**config.mk**
```make
export PLATFORM = sky130hd
export DESIGN_NAME = subtractor_pipe
export DESIGN_NICKNAME = d
export VERILOG_FILES = /design/src/rtl/subtractor_pipe.sv
export SDC_FILE = /design/constraint.sdc
export NUM_CORES = 1
export LEC_CHECK = 0
export ABC_AREA = 1
export BUFFER_PORTS_ARGS = -buffer_cell sky130_fd_sc_hd__buf_2
export CORE_MARGIN = 2
export CORE_UTILIZATION = 36
export CTS_CLUSTER_SIZE = 40
export DETAILED_ROUTE_END_ITERATION = 6
export PLACE_DENSITY = 0.8
export SLEW_MARGIN = 0
export SYNTH_ARGS = -nofsm -noshare
export SYNTH_HDL_FRONTEND = slang
export SYNTH_SLANG_ARGS = --single-unit
```
**constraint.sdc**
```tcl
create_clock -name aclk -period 2.1 [get_ports aclk]
set_clock_uncertainty 0.2 [all_clocks]
set_input_delay 0.21 -clock aclk [delete_from_list [all_inputs] [get_ports aclk]]
set_output_delay 0.21 -clock aclk [all_outputs]
set_load 0.02 [all_outputs]
```
**src/rtl/subtractor_pipe.sv**
```systemverilog
// Pipelined modular subtractor: (a - b) mod P over a paired two-channel AXI-stream input.
// Stage g resolves limb g of both a-b (r0) and a-b+P (r1); the final borrow selects the result.
module subtractor_pipe #(
  parameter int P              = 100,
  parameter int BITS           = $clog2(P),
  parameter int C_DATA_WIDTH   = 32,
  parameter int C_NUM_CHANNELS = 2,
  parameter int CTL_BITS       = 8,
  parameter int LEVEL          = 1
) (
  input  logic                                        aclk,
  input  logic                                        areset,
  input  logic [C_NUM_CHANNELS-1:0]                   s_tvalid,
  input  logic [C_NUM_CHANNELS-1:0][C_DATA_WIDTH-1:0] s_tdata,
  input  logic [CTL_BITS-1:0]                         s_tuser,
  output logic [C_NUM_CHANNELS-1:0]                   s_tready,
  output logic                                        m_tvalid,
  output logic [C_DATA_WIDTH-1:0]                     m_tdata,
  output logic [CTL_BITS-1:0]                         m_tuser,
  input  logic                                        m_tready
);

  localparam int DAT_BITS = ((BITS + LEVEL - 1) / LEVEL) * LEVEL;
  localparam int L        = DAT_BITS / LEVEL;
  localparam logic [DAT_BITS-1:0] P_VEC = DAT_BITS'(P);

  logic [LEVEL-1:0]    val_q, bw_q, cy_q;
  logic [DAT_BITS-1:0] a_q    [LEVEL];
  logic [DAT_BITS-1:0] b_q    [LEVEL];
  logic [DAT_BITS-1:0] r0_q   [LEVEL];
  logic [DAT_BITS-1:0] r1_q   [LEVEL];
  logic [CTL_BITS-1:0] user_q [LEVEL];

  logic [LEVEL-1:0]    src_val, src_bw, src_cy;
  logic [DAT_BITS-1:0] src_a    [LEVEL];
  logic [DAT_BITS-1:0] src_b    [LEVEL];
  logic [DAT_BITS-1:0] src_r0   [LEVEL];
  logic [DAT_BITS-1:0] src_r1   [LEVEL];
  logic [CTL_BITS-1:0] src_user [LEVEL];

  logic [LEVEL-1:0]    nx_bw, nx_cy;
  logic [DAT_BITS-1:0] nx_r0 [LEVEL];
  logic [DAT_BITS-1:0] nx_r1 [LEVEL];

  logic [LEVEL:0] rdy;
  logic           pair_valid;
  logic           unused_ok;

  assign pair_valid = s_tvalid[0] & s_tvalid[1];
  assign s_tready   = {C_NUM_CHANNELS{rdy[0] & pair_valid & ~areset}};

  // A stage may load when it is empty or the stage after it is moving.
  always_comb begin
    rdy        = '0;
    rdy[LEVEL] = m_tready;
    for (int g = LEVEL - 1; g >= 0; g--) begin
      rdy[g] = rdy[g+1] | ~val_q[g];
    end
  end

  always_comb begin
    src_val[0]  = pair_valid;
    src_a[0]    = DAT_BITS'(s_tdata[0][BITS-1:0]);
    src_b[0]    = DAT_BITS'(s_tdata[1][BITS-1:0]);
    src_r0[0]   = '0;
    src_r1[0]   = '0;
    src_bw[0]   = 1'b0;
    src_cy[0]   = 1'b0;
    src_user[0] = s_tuser;
    for (int g = 1; g < LEVEL; g++) begin
      src_val[g]  = val_q[g-1];
      src_a[g]    = a_q[g-1];
      src_b[g]    = b_q[g-1];
      src_r0[g]   = r0_q[g-1];
      src_r1[g]   = r1_q[g-1];
      src_bw[g]   = bw_q[g-1];
      src_cy[g]   = cy_q[g-1];
      src_user[g] = user_q[g-1];
    end
  end

  // The carry into the r1 limb follows d0 + P, independent of the borrow chain.
  always_comb begin
    logic [L:0] diff;
    logic [L:0] sum;
    diff  = '0;
    sum   = '0;
    nx_bw = '0;
    nx_cy = '0;
    for (int g = 0; g < LEVEL; g++) begin
      diff = {1'b0, src_a[g][g*L +: L]} - {1'b0, src_b[g][g*L +: L]} - (L+1)'(src_bw[g]);
      sum  = {1'b0, diff[L-1:0]} + {1'b0, P_VEC[g*L +: L]} + (L+1)'(src_cy[g]);
      nx_r0[g]          = src_r0[g];
      nx_r0[g][g*L +: L] = diff[L-1:0];
      nx_r1[g]          = src_r1[g];
      nx_r1[g][g*L +: L] = sum[L-1:0];
      nx_bw[g] = diff[L];
      nx_cy[g] = sum[L];
    end
  end

  always_ff @(posedge aclk) begin
    if (areset) begin
      val_q <= '0;
      bw_q  <= '0;
      cy_q  <= '0;
      for (int g = 0; g < LEVEL; g++) begin
        a_q[g]    <= '0;
        b_q[g]    <= '0;
        r0_q[g]   <= '0;
        r1_q[g]   <= '0;
        user_q[g] <= '0;
      end
    end else begin
      for (int g = 0; g < LEVEL; g++) begin
        if (rdy[g]) begin
          val_q[g]  <= src_val[g];
          a_q[g]    <= src_a[g];
          b_q[g]    <= src_b[g];
          r0_q[g]   <= nx_r0[g];
          r1_q[g]   <= nx_r1[g];
          bw_q[g]   <= nx_bw[g];
          cy_q[g]   <= nx_cy[g];
          user_q[g] <= src_user[g];
        end
      end
    end
  end

  assign m_tvalid = val_q[LEVEL-1];
  assign m_tuser  = user_q[LEVEL-1];
  assign m_tdata  = C_DATA_WIDTH'(bw_q[LEVEL-1] ? r1_q[LEVEL-1] : r0_q[LEVEL-1]);

  // Upper operand bits and the top-limb carry are deliberately dropped.
  assign unused_ok = ^{s_tdata, cy_q[LEVEL-1], a_q[LEVEL-1], b_q[LEVEL-1]};

endmodule

```
==> summary.txt, run 1 <==
Yosys
  – Avg Cell Area, Syn: approximately 8.5 µm²
  – Yosys cell types: 24
  – Post-synthesis mux area share: between 3 and 4%
  – Flops & latches, synth: 22
  – Synth Flop Type: edfxtp_1
  – Synth area leaders: edfxtp_1 40%, buf_4 13%, inv_1 7.7%, ha_1 6.6%, nand2_1 6.2%
  – Top-area cell type share of the netlist area: around two fifths
  – Yosys top cell by area: edfxtp_1
  – Post-Synthesis Cell Area: about 1500 µm²
  – Synth Area in XOR/XNOR: less than 1%
  – Synth Area in Compound Gates: roughly 3.9%
  – Seq/Total Area, Yosys: 42.2%
  – Ys Warns: 0
  – Post-Synth Simple-Gate Area: between 10% and 20%
  – Post-synthesis share of cell area spent on full adders, half adders and majority gates: slightly below 8%
  – Asr flop ratio synth: 0%
  – Largest family of logic cells by synthesized area: buffers and inverters
  – EDFF count, synth: 20
  – Mapped Cells: ~180

Power and ir drop
  – Combinational Power Share: between 30% and 40%
  – P_int: approximately 0.79 mW
  – Final Power: roughly 1.1 mW
  – Net Switching: roughly 0.36 mW
  – Clock share of power: a little over a fifth
  – Max VDD drop: 0.000234 V
  – Sw Share: 31.3%
  – Flop pwr share: between 40% and 50%
  – Power Density: approximately 650 nW/µm²
  – LEAKAGE: between 0.9 and 1 nW

CTS
  – Clk sink count: 22
  – Clock tree from TritonCTS: yes
  – H-tree levels: 1
  – Insertion delay to the later sink of the worst-skew pair: about 250 ps
  – Root buf cell: clkbuf_8
  – Setup bufs post-CTS: 0
  – Worst-path clk slew: approximately 70 ps
  – Post_cts resized: 0
  – Num CTS Buffers: 3
  – CTS Buffer Depth: 2
  – Cts hold-fix bufs: 1

STA
  – Fin crit period: roughly 2000 ps
  – Final setup viols: 0
  – RSZ-0062 raised after global routing: false
  – Final worst-path cycle share: about 95%
  – Peak Freq: around 500 MHz
  – Final hold vios: 0
  – Fin. max-slew vios: 0
  – TNS Setup: 0 ps

Drt
  – WL final: around 2.4 mm
  – Avg WL per Cell: around 8.9 µm
  – Initial DRC count: just over 60
  – First-pass DRT Iterations: 4
  – Routed via count: around 1,100
  – Vias per std cell: 4.09
  – DRC: 0
  – Post-DRT Antenna Nets: 0

Place
  – Placer Congestion: approximately 0.72
  – IO buf count: 44
  – Post-DP HPWL: ~2.0 mm

Layout
  – Final net count: 312
  – N_diodes: 0
  – P&R area growth vs syn: 15.8%
  – Share of layout cells above drive strength 1: a little under a third

GRT
  – Grt ovf: 0
  – Antenna violations before repair: 0
  – Largest net degree at the start of global routing: 20
  – Vias in the first global route: about 970
  – Global-route wire length before repair: about 3.9 mm
  – Total track usage: around 11%

Die
  – Die footprint: between 4000 and 5000 µm²
  – Die H: slightly below 70 µm
  – Core Area: between 4000 and 5000 µm²
  – Site row count: 23
  – Initial Utilization: 37.6%
  – DIE WIDTH: between 60 and 70 µm
  – I/O Pins: 120

Worst setup path
  – Critical path data arrival time: ~1600 ps
  – Worst Setup Path Type: in -> out
  – WP data required: approximately 1700 ps
  – Critical Path Fanout Max: 19
  – CP endpoint kind: primary output
  – Setup crit start kind: input pin

Hold path
  – Worst hold path type: in -> reg

Run status
  – Outcome: completed

Run
  – Max Cap Violations: 0
## flip-flops by register name (all words and copies together) (netlist names)
register / flops
m_tvalid: 1
r0_q: 7
bw_q: 1
r1_q: 5
user_q: 8
## final timing paths
check | cells after the start | slack, ps | end | startpoint
worst max register to register | 4 | 530 | r1_q[0][5]$_SDFFCE_PN0P_ | m_tvalid$_SDFFE_PP0N_
worst min register to register | 4 | 390 | bw_q$_SDFFE_PP0N_ | m_tvalid$_SDFFE_PP0N_
worst max-delay path | 6 | 110 | s_tready[0] | areset
worst min-delay path | 3 | 30 | m_tvalid$_SDFFE_PP0N_ | s_tvalid[1]
## cell families (layout without fill, tap and decap cells)
kind of cell | after synthesis | in the layout
AND/OR/NAND/NOR | 65 | 65
buffers and inverters | 65 | 87
multiplexers | 5 | 5
flip-flops | 22 | 22
adder cells (fa/ha/maj) | 9 | 9
XOR/XNOR | 1 | 1
other | 1 | 25
AO/OA/AOI/OAI | 11 | 11
## cells in the mapped netlist, drive strengths merged (2+ instances only)
cell type and n:
a21oi 8, buf 27, clkbuf 3, dfxtp 2
edfxtp 20, ha 8, inv 35, mux2 5
nand2 31, nand3 11, nor2 21, o21ai 3
## power groups by stage
stage,Combinational (mW),Sequential [mW],Clock (mW)
floorplan,0.281,0.567,0
detailed placement,0.350,0.556,0
finish,0.352,0.546,0.248
global placement,0.343,0.553,0
CTS,0.354,0.546,0.263
global route,0.399,0.552,0.282
## layer usage
metal,up-vias,GRT usage (%),routed length (µm)
li1,599,-,-
met1,469,12.8,1070
met5,-,0,0
met3,2,1.14,235
met2,54,19.4,1120
met4,0,5.15,17
## placed cells by master, fill, tap and decap left out
master and count:
buf_4 3, inv_2 4, clkinv_1 1, ha_1 8
conb_1 25, nand2_1 25, nand3_2 1, xnor2_1 1
dlygate4sd3_1 1, clkbuf_8 3, or2_0 1, a21oi_1 7
edfxtp_1 20, nand2_2 6, o21ai_0 2, nor2_2 1
o21ai_1 1, nand3_1 10, fa_1 1, mux2_2 5
inv_1 31, dfxtp_1 2, a21oi_2 1, nor2_1 20
buf_2 44, nand4_1 1
## critical path: stages
cell and delay [ps]:
dlygate4sd3_1 530, buf_2 140, nor2_2 190, inv_2 180, nor2_1 150, buf_2 180
## per-stage QoR
stage          hold slack, ps  instance area (µm²)  utilization [%]  setup WS, ps  std cells
2_1_floorplan             121                 1610                -          50.6        203
3_3_place_gp              252                 1700             42.2         -5.27        270
3_5_place_dp              251                 1700             42.2         -49.8        270
4_1_cts                  22.9                 1760             43.6          87.9        275
5_1_grt                  61.4                 1760             43.6          4.90        275
6_report                 31.7                 1760             43.6           111        275
## cell type report
type / count / area [µm²]
timing repair buffer: 48 / 253
clock inverter: 1 / 3.75
multi-input combinational: 116 / 623
sequential: 22 / 641
tap: 50 / 62.6
clock buffer: 3 / 41.3
inverter: 35 / 131
fill: 430 / 2270
Note: power is estimated with default switching activity, not from simulation.
==> run 2: changes to the inputs <==
Settings changed: MAX_ROUTING_LAYER set to met4.
==> summary.txt, run 2 (same netlist as run 1, synthesis figures left out) <==
Worst setup path
  – RR Endpoint: r1_q[0][5]$_SDFFCE_PN0P_
  – Critical Path Fanout Max: 19 (unchanged)
  – Setup crit start kind: input pin
  – CP endpoint kind: primary output
  – WP data required: 1690 ps (about the same)
  – RR Startpoint: m_tvalid$_SDFFE_PP0N_
  – Worst Reg-to-Reg Cells: 4 (unchanged)
  – Critical path data arrival time: 1580 ps (about the same)
  – Worst Setup Path Type: in -> out
  – Flop2flop setup slack: 530 ps (about the same)
  – Origin of the worst setup path: areset

Die
  – Core Area: 4030 µm² (unchanged)
  – I/O Pins: 120 (unchanged)
  – Die footprint: 4750 µm² (unchanged)
  – DIE WIDTH: 68.9 µm (unchanged)
  – Initial Utilization: 37.6% (unchanged)
  – Die H: 68.9 µm (unchanged)
  – Site row count: 23 (unchanged)

GRT
  – Most Crowded Layer GR: met2
  – Met1 GRT Util: 12.8% (unchanged)
  – Antenna violations before repair: 0 (unchanged)
  – Total track usage: 11.1% (+0.30 points)
  – Global-route wire length before repair: 3.87 mm (+0.16%)
  – Vias in the first global route: 965 (-0.10%)
  – Met3 usage: 1.14% (unchanged)
  – Grt ovf: 0 (unchanged)
  – Largest net degree at the start of global routing: 20 (unchanged)
  – Routing usage on met2: 19.4% (unchanged)

Power and ir drop
  – Flop pwr share: 47.6% (about the same)
  – P_int: 0.787 mW (about the same)
  – Net Switching: 0.358 mW (about the same)
  – Clock share of power: 21.7% (about the same)
  – Max VDD drop: 0.000234 V (unchanged)
  – Sw Share: 31.3% (about the same)
  – Power Density: 652 nW/µm² (about the same)
  – LEAKAGE: 0.992 nW (unchanged)
  – Combinational Power Share: 30.7% (about the same)

Layout
  – Final Core Density: 43.6% (unchanged)
  – Final net count: 312 (unchanged)
  – Max reg flops: 8 (unchanged)
  – Most frequent cells in the layout: 44 x buf_2, 31 x inv_1, 25 x nand2_1, 25 x conb_1
  – P&R area growth vs syn: 15.8% (unchanged)
  – N_diodes: 0 (unchanged)
  – Biggest register: user_q
  – Most common cell after layout, fill and taps aside: buf_2
  – Share of layout cells above drive strength 1: 30.2% (unchanged)
  – Post-route cell area: 1760 µm² (unchanged)
  – Largest registers: user_q x8, r0_q x7, r1_q x5

Place
  – Post-DP HPWL: 1.98 mm (unchanged)
  – IO buf count: 44 (unchanged)
  – Post-Place Cell Area: 1700 µm² (unchanged)
  – Placement Setup Slack: -49.8 ps (unchanged)
  – Placer Congestion: 0.731 (+1.2%)

CTS
  – Num CTS Buffers: 3 (unchanged)
  – CTS Buffer Depth: 2 (unchanged)
  – H-tree levels: 1 (unchanged)
  – Root buf cell: clkbuf_8
  – Worst-path clk slew: 70 ps (about the same)
  – Clock tree from TritonCTS: yes
  – Clk sink count: 22 (unchanged)
  – Insertion delay to the later sink of the worst-skew pair: 250 ps (about the same)
  – Post_cts resized: 0 (unchanged)

Drt
  – First-pass DRT Iterations: 4 (unchanged)
  – Post-DRT Antenna Nets: 0 (unchanged)
  – DRC: 0 (unchanged)
  – Avg WL per Cell: 8.86 µm (-0.16%)
  – Initial DRC count: 60 (-1.6%)
  – WL final: 2.44 mm (-0.16%)
  – Routed via count: 1,122 (-0.18%)
  – Vias per std cell: 4.08 (-0.18%)

STA
  – Fin. max-slew vios: 0 (unchanged)
  – Fin crit period: 1990 ps (-0.0450 ps)
  – Peak Freq: 503 MHz (about the same)
  – Final hold vios: 0 (unchanged)
  – Final worst setup slack: 111 ps (+0.0450 ps)
  – RSZ-0062 raised after global routing: false
  – Final setup viols: 0 (unchanged)
  – Final worst-path cycle share: 94.7% (about the same)

Hold path
  – Worst hold path type: in -> reg
  – Hold Crit Start: s_tvalid[1]
  – WHS Endpoint: m_tvalid$_SDFFE_PP0N_
  – Worst hold stages: 3 (unchanged)

Run status
  – Outcome: completed

Run
  – Max Cap Violations: 0 (unchanged)
## run 2: cell counts in the layout (fill, tap and decap cells not counted)
Identical to the previous run, type by type.
## run 2: power groups by stage
stage	combinational, mW	sequential [mW]	clock [mW]
6_report	0.352	0.546	0.248
3_5_place_dp	0.350	0.556	0
3_3_place_gp	0.343	0.553	0
4_1_cts	0.354	0.546	0.263
2_1_floorplan	0.281	0.567	0
5_1_grt	0.399	0.552	0.282
## run 2: routing by layer
| layer | routed length, µm | up-vias |
|---|---|---|
| li1 | - | 599 |
| met1 | 1060 | 469 |
| met2 | 1120 | 52 |
| met3 | 241 | 2 |
| met4 | 17 | 0 |
| met5 | 0 | - |
## run 2: per-stage QoR
stage / TNS (ps) / total power [mW] / hold WS, ps / instances
2_1_floorplan: 0 / 0.848 / 121 / 203
3_3_place_gp: -5.27 / 0.896 / 252 / 270
3_5_place_dp: -49.8 / 0.907 / 251 / 270
4_1_cts: 0 / 1.16 / 22.9 / 275
5_1_grt: 0 / 1.23 / 61.4 / 275
6_report: 0 / 1.15 / 31.7 / 275
## run 2: repair_timing
item / CTS / global route
buffers inserted: 0 / 0
hold endpoints to repair: 1 / 0
endpoints found under the setup margin: 0 / 0
hold buffers: 1 / 0
## run 2: area by class of cell
cell class | count | area (µm²)
Clock buffer | 3 | 41.3
Multi-Input combinational cell | 116 | 623
Fill cell | 430 | 2270
Tap cell | 50 | 62.6
Inverter | 35 | 131
Timing Repair Buffer | 48 | 253
Clock inverter | 1 | 3.75
Sequential cell | 22 | 641
## run 2: worst max path at each step
stage                                     endpoint  slack (ps)  cells past startpoint
after floorplan           r1_q[0][6]$_SDFFCE_PN0P_          50                      8
after global placement    r1_q[0][6]$_SDFFCE_PN0P_          -5                      9
after detailed placement  r1_q[0][6]$_SDFFCE_PN0P_         -50                      9
after CTS                              s_tready[0]          90                      6
after global routing                   s_tready[1]           5                      6
final                                  s_tready[0]         110                      6
## run 2: worst max-delay path, cell delays in order
cell and delay, ps:
dlygate4sd3_1 530, buf_2 140, nor2_2 190, inv_2 180, nor2_1 150, buf_2 180
==> run 3: changes to the inputs <==
Settings changed: BUFFER_PORTS_ARGS -buffer_cell sky130_fd_sc_hd__buf_2 to -buffer_cell sky130_fd_sc_hd__buf_4, CAP_MARGIN set to 40.
==> summary.txt, run 3 (same netlist as run 1, synthesis figures left out) <==
Worst setup path
  – WP data required: 1690 ps (about the same)
  – Critical Path Fanout Max: 19 (unchanged)
  – Crit path largest cell delay: 540 ps (about the same)
  – Worst Setup Path Type: in -> out
  – Largest delay share family, worst path: buffers and inverters
  – Crit path max-delay cell type: dlygate4sd3_1
  – Origin of the worst setup path: areset
  – Cell Chain, Critical Path: dlygate4sd3_1 > buf_4 > nor2_2 > inv_2 > nor2_1 > buf_4
  – Critical Path Most Common Cell: buf_4
  – Setup crit start kind: input pin
  – CP endpoint kind: primary output
  – Critical path data arrival time: 1570 ps (about the same)
  – Worst Path Buf+Inv: 4 (unchanged)
  – RR Startpoint: m_tvalid$_SDFFE_PP0N_

Layout
  – Most frequent cells in the layout: 47 x buf_4, 31 x inv_1, 25 x nand2_1, 25 x conb_1
  – N_diodes: 0 (unchanged)
  – Area of the multi-input gates: 623 µm² (unchanged)
  – Max reg flops: 8 (unchanged)
  – P&R area growth vs syn: 23.0%
  – Final Core Density: 46.3% (+2.7 points)
  – Post-route cell area: 1870 µm² (+6.3%)
  – Largest registers: user_q x8, r0_q x7, r1_q x5
  – Most common cell after layout, fill and taps aside: buf_4
  – Share of layout cells above drive strength 1: 30.2% (unchanged)
  – Biggest register: user_q
  – Final net count: 312 (unchanged)
  – Sequential Area: 641 µm² (unchanged)
  – Final-layout fill cell count: 421 (-2.1%)

Hold path
  – Hold Crit Start: s_tvalid[1]
  – Worst hold path type: in -> reg

CTS
  – CTS Buffer Depth: 2 (unchanged)
  – Cts hold-fix bufs: 1 (unchanged)
  – Clk sink count: 22 (unchanged)
  – Setup bufs post-CTS: 0 (unchanged)
  – H-tree levels: 1 (unchanged)
  – Root buf cell: clkbuf_8
  – Worst-path clk slew: 70 ps (about the same)
  – Num CTS Buffers: 3 (unchanged)
  – Insertion delay to the later sink of the worst-skew pair: 260 ps (about the same)
  – Clock tree from TritonCTS: yes
  – Post_cts resized: 0 (unchanged)

Power and ir drop
  – LEAKAGE: 1.02 nW (+2.9%)
  – Sw Share: 31.4% (+0.095 points)
  – Flop pwr share: 45.7% (-1.9 points)
  – Power Density: 641 nW/µm² (-1.8%)
  – Combinational Power Share: 32.4% (+1.7 points)
  – Final Power: 1.20 mW (+4.4%)
  – Net Switching: 0.375 mW (+4.7%)
  – Clock share of power: 21.9% (+0.2 points)
  – P_int: 0.821 mW (+4.2%)
  – Max VDD drop: 0.000225 V (-3.7%)

Drt
  – DRC: 0 (unchanged)
  – Vias per std cell: 4.23 (+3.6%)
  – Post-DRT Antenna Nets: 0 (unchanged)
  – Routed via count: 1,162 (+3.6%)
  – Avg WL per Cell: 9.36 µm (+5.7%)
  – Initial DRC count: 20 (-67%)
  – First-pass DRT Iterations: 4 (unchanged)
  – WL final: 2.58 mm (+5.7%)

Place
  – Post-Place Cell Area: 1810 µm² (+6.5%)
  – Post-DP HPWL: 2.09 mm (+5.5%)
  – Placer Congestion: 0.709 (-3.1%)
  – IO buf count: 44 (unchanged)

STA
  – Fin crit period: 1980 ps (-11.5 ps)
  – Final worst-path cycle share: 94.2% (-0.55 points)
  – RSZ-0062 raised after global routing: false
  – Peak Freq: 506 MHz (+0.58%)
  – TNS Setup: 0 ps (unchanged)
  – Final setup viols: 0 (unchanged)
  – Fin. max-slew vios: 0 (unchanged)
  – Final hold vios: 0 (unchanged)

Run
  – Max Cap Violations: 0 (unchanged)

GRT
  – Largest net degree at the start of global routing: 20 (unchanged)
  – Vias in the first global route: 1,044 (+8.2%)
  – Global-route wire length before repair: 4.07 mm (+5.2%)
  – Antenna violations before repair: 0 (unchanged)
  – Grt ovf: 0 (unchanged)
  – Total track usage: 11.9% (+0.86 points)

Run status
  – Outcome: completed

Die
  – DIE WIDTH: 68.9 µm (unchanged)
  – Site row count: 23 (unchanged)
  – Die H: 68.9 µm (unchanged)
  – I/O Pins: 120 (unchanged)
  – Initial Utilization: 37.6% (unchanged)
  – Core Area: 4030 µm² (unchanged)
  – Die footprint: 4750 µm² (unchanged)
## run 3: final cells by class
| type | count | share of cell area, % |
|---|---|---|
| Inverter | 35 | 7.04 |
| Tap cell | 50 | 3.35 |
| Clock inverter | 1 | 0.201 |
| Sequential cell | 22 | 34.3 |
| Multi-Input combinational cell | 116 | 33.4 |
| Clock buffer | 3 | 2.21 |
| Timing Repair Buffer | 48 | 19.5 |
## run 3: tightest hold or removal path: cells and delay by family
kind / cells / cell delay, ps
buffers and inverters: 1 / 110
and+or+nand+nor: 1 / 70
AOI/OAI and AO/OA: 1 / 70
## run 3: stage by stage
| stage | setup slack, ps | hold slack (ps) | cells |
|---|---|---|---|
| final | 122 | 31.0 | 275 |
| after CTS | 100 | 30.2 | 275 |
| after floorplan | 50.6 | 121 | 203 |
| after global routing | 5.11 | 48.4 | 275 |
| after detailed placement | -63.5 | 237 | 270 |
| after global placement | -5.44 | 235 | 270 |
## run 3: final timing paths
path / endpoint / slack, ps / depth (start not counted)
worst max-delay path: s_tready[0] / 120 / 6
worst min-delay path: m_tvalid$_SDFFE_PP0N_ / 30 / 3
worst max register to register: r1_q[0][2]$_SDFFCE_PN0P_ / 520 / 4
worst min register to register: bw_q$_SDFFE_PP0N_ / 390 / 4
## run 3: metal layers
metal	vias to the layer above	track usage [%]	part of all wire, %
met4	0	8.09	2.8
met2	55	22.1	48
met3	5	2.11	12
li1	600	-	-
met1	502	11.1	37
met5	-	-	0
## run 3: power groups by stage
stage | clock network [mW] | logic, mW | registers (mW)
finish | 0.262 | 0.388 | 0.546
global route | 0.283 | 0.432 | 0.551
CTS | 0.272 | 0.389 | 0.547
detailed placement | 0 | 0.386 | 0.557
global placement | 0 | 0.377 | 0.554
floorplan | 0 | 0.281 | 0.567
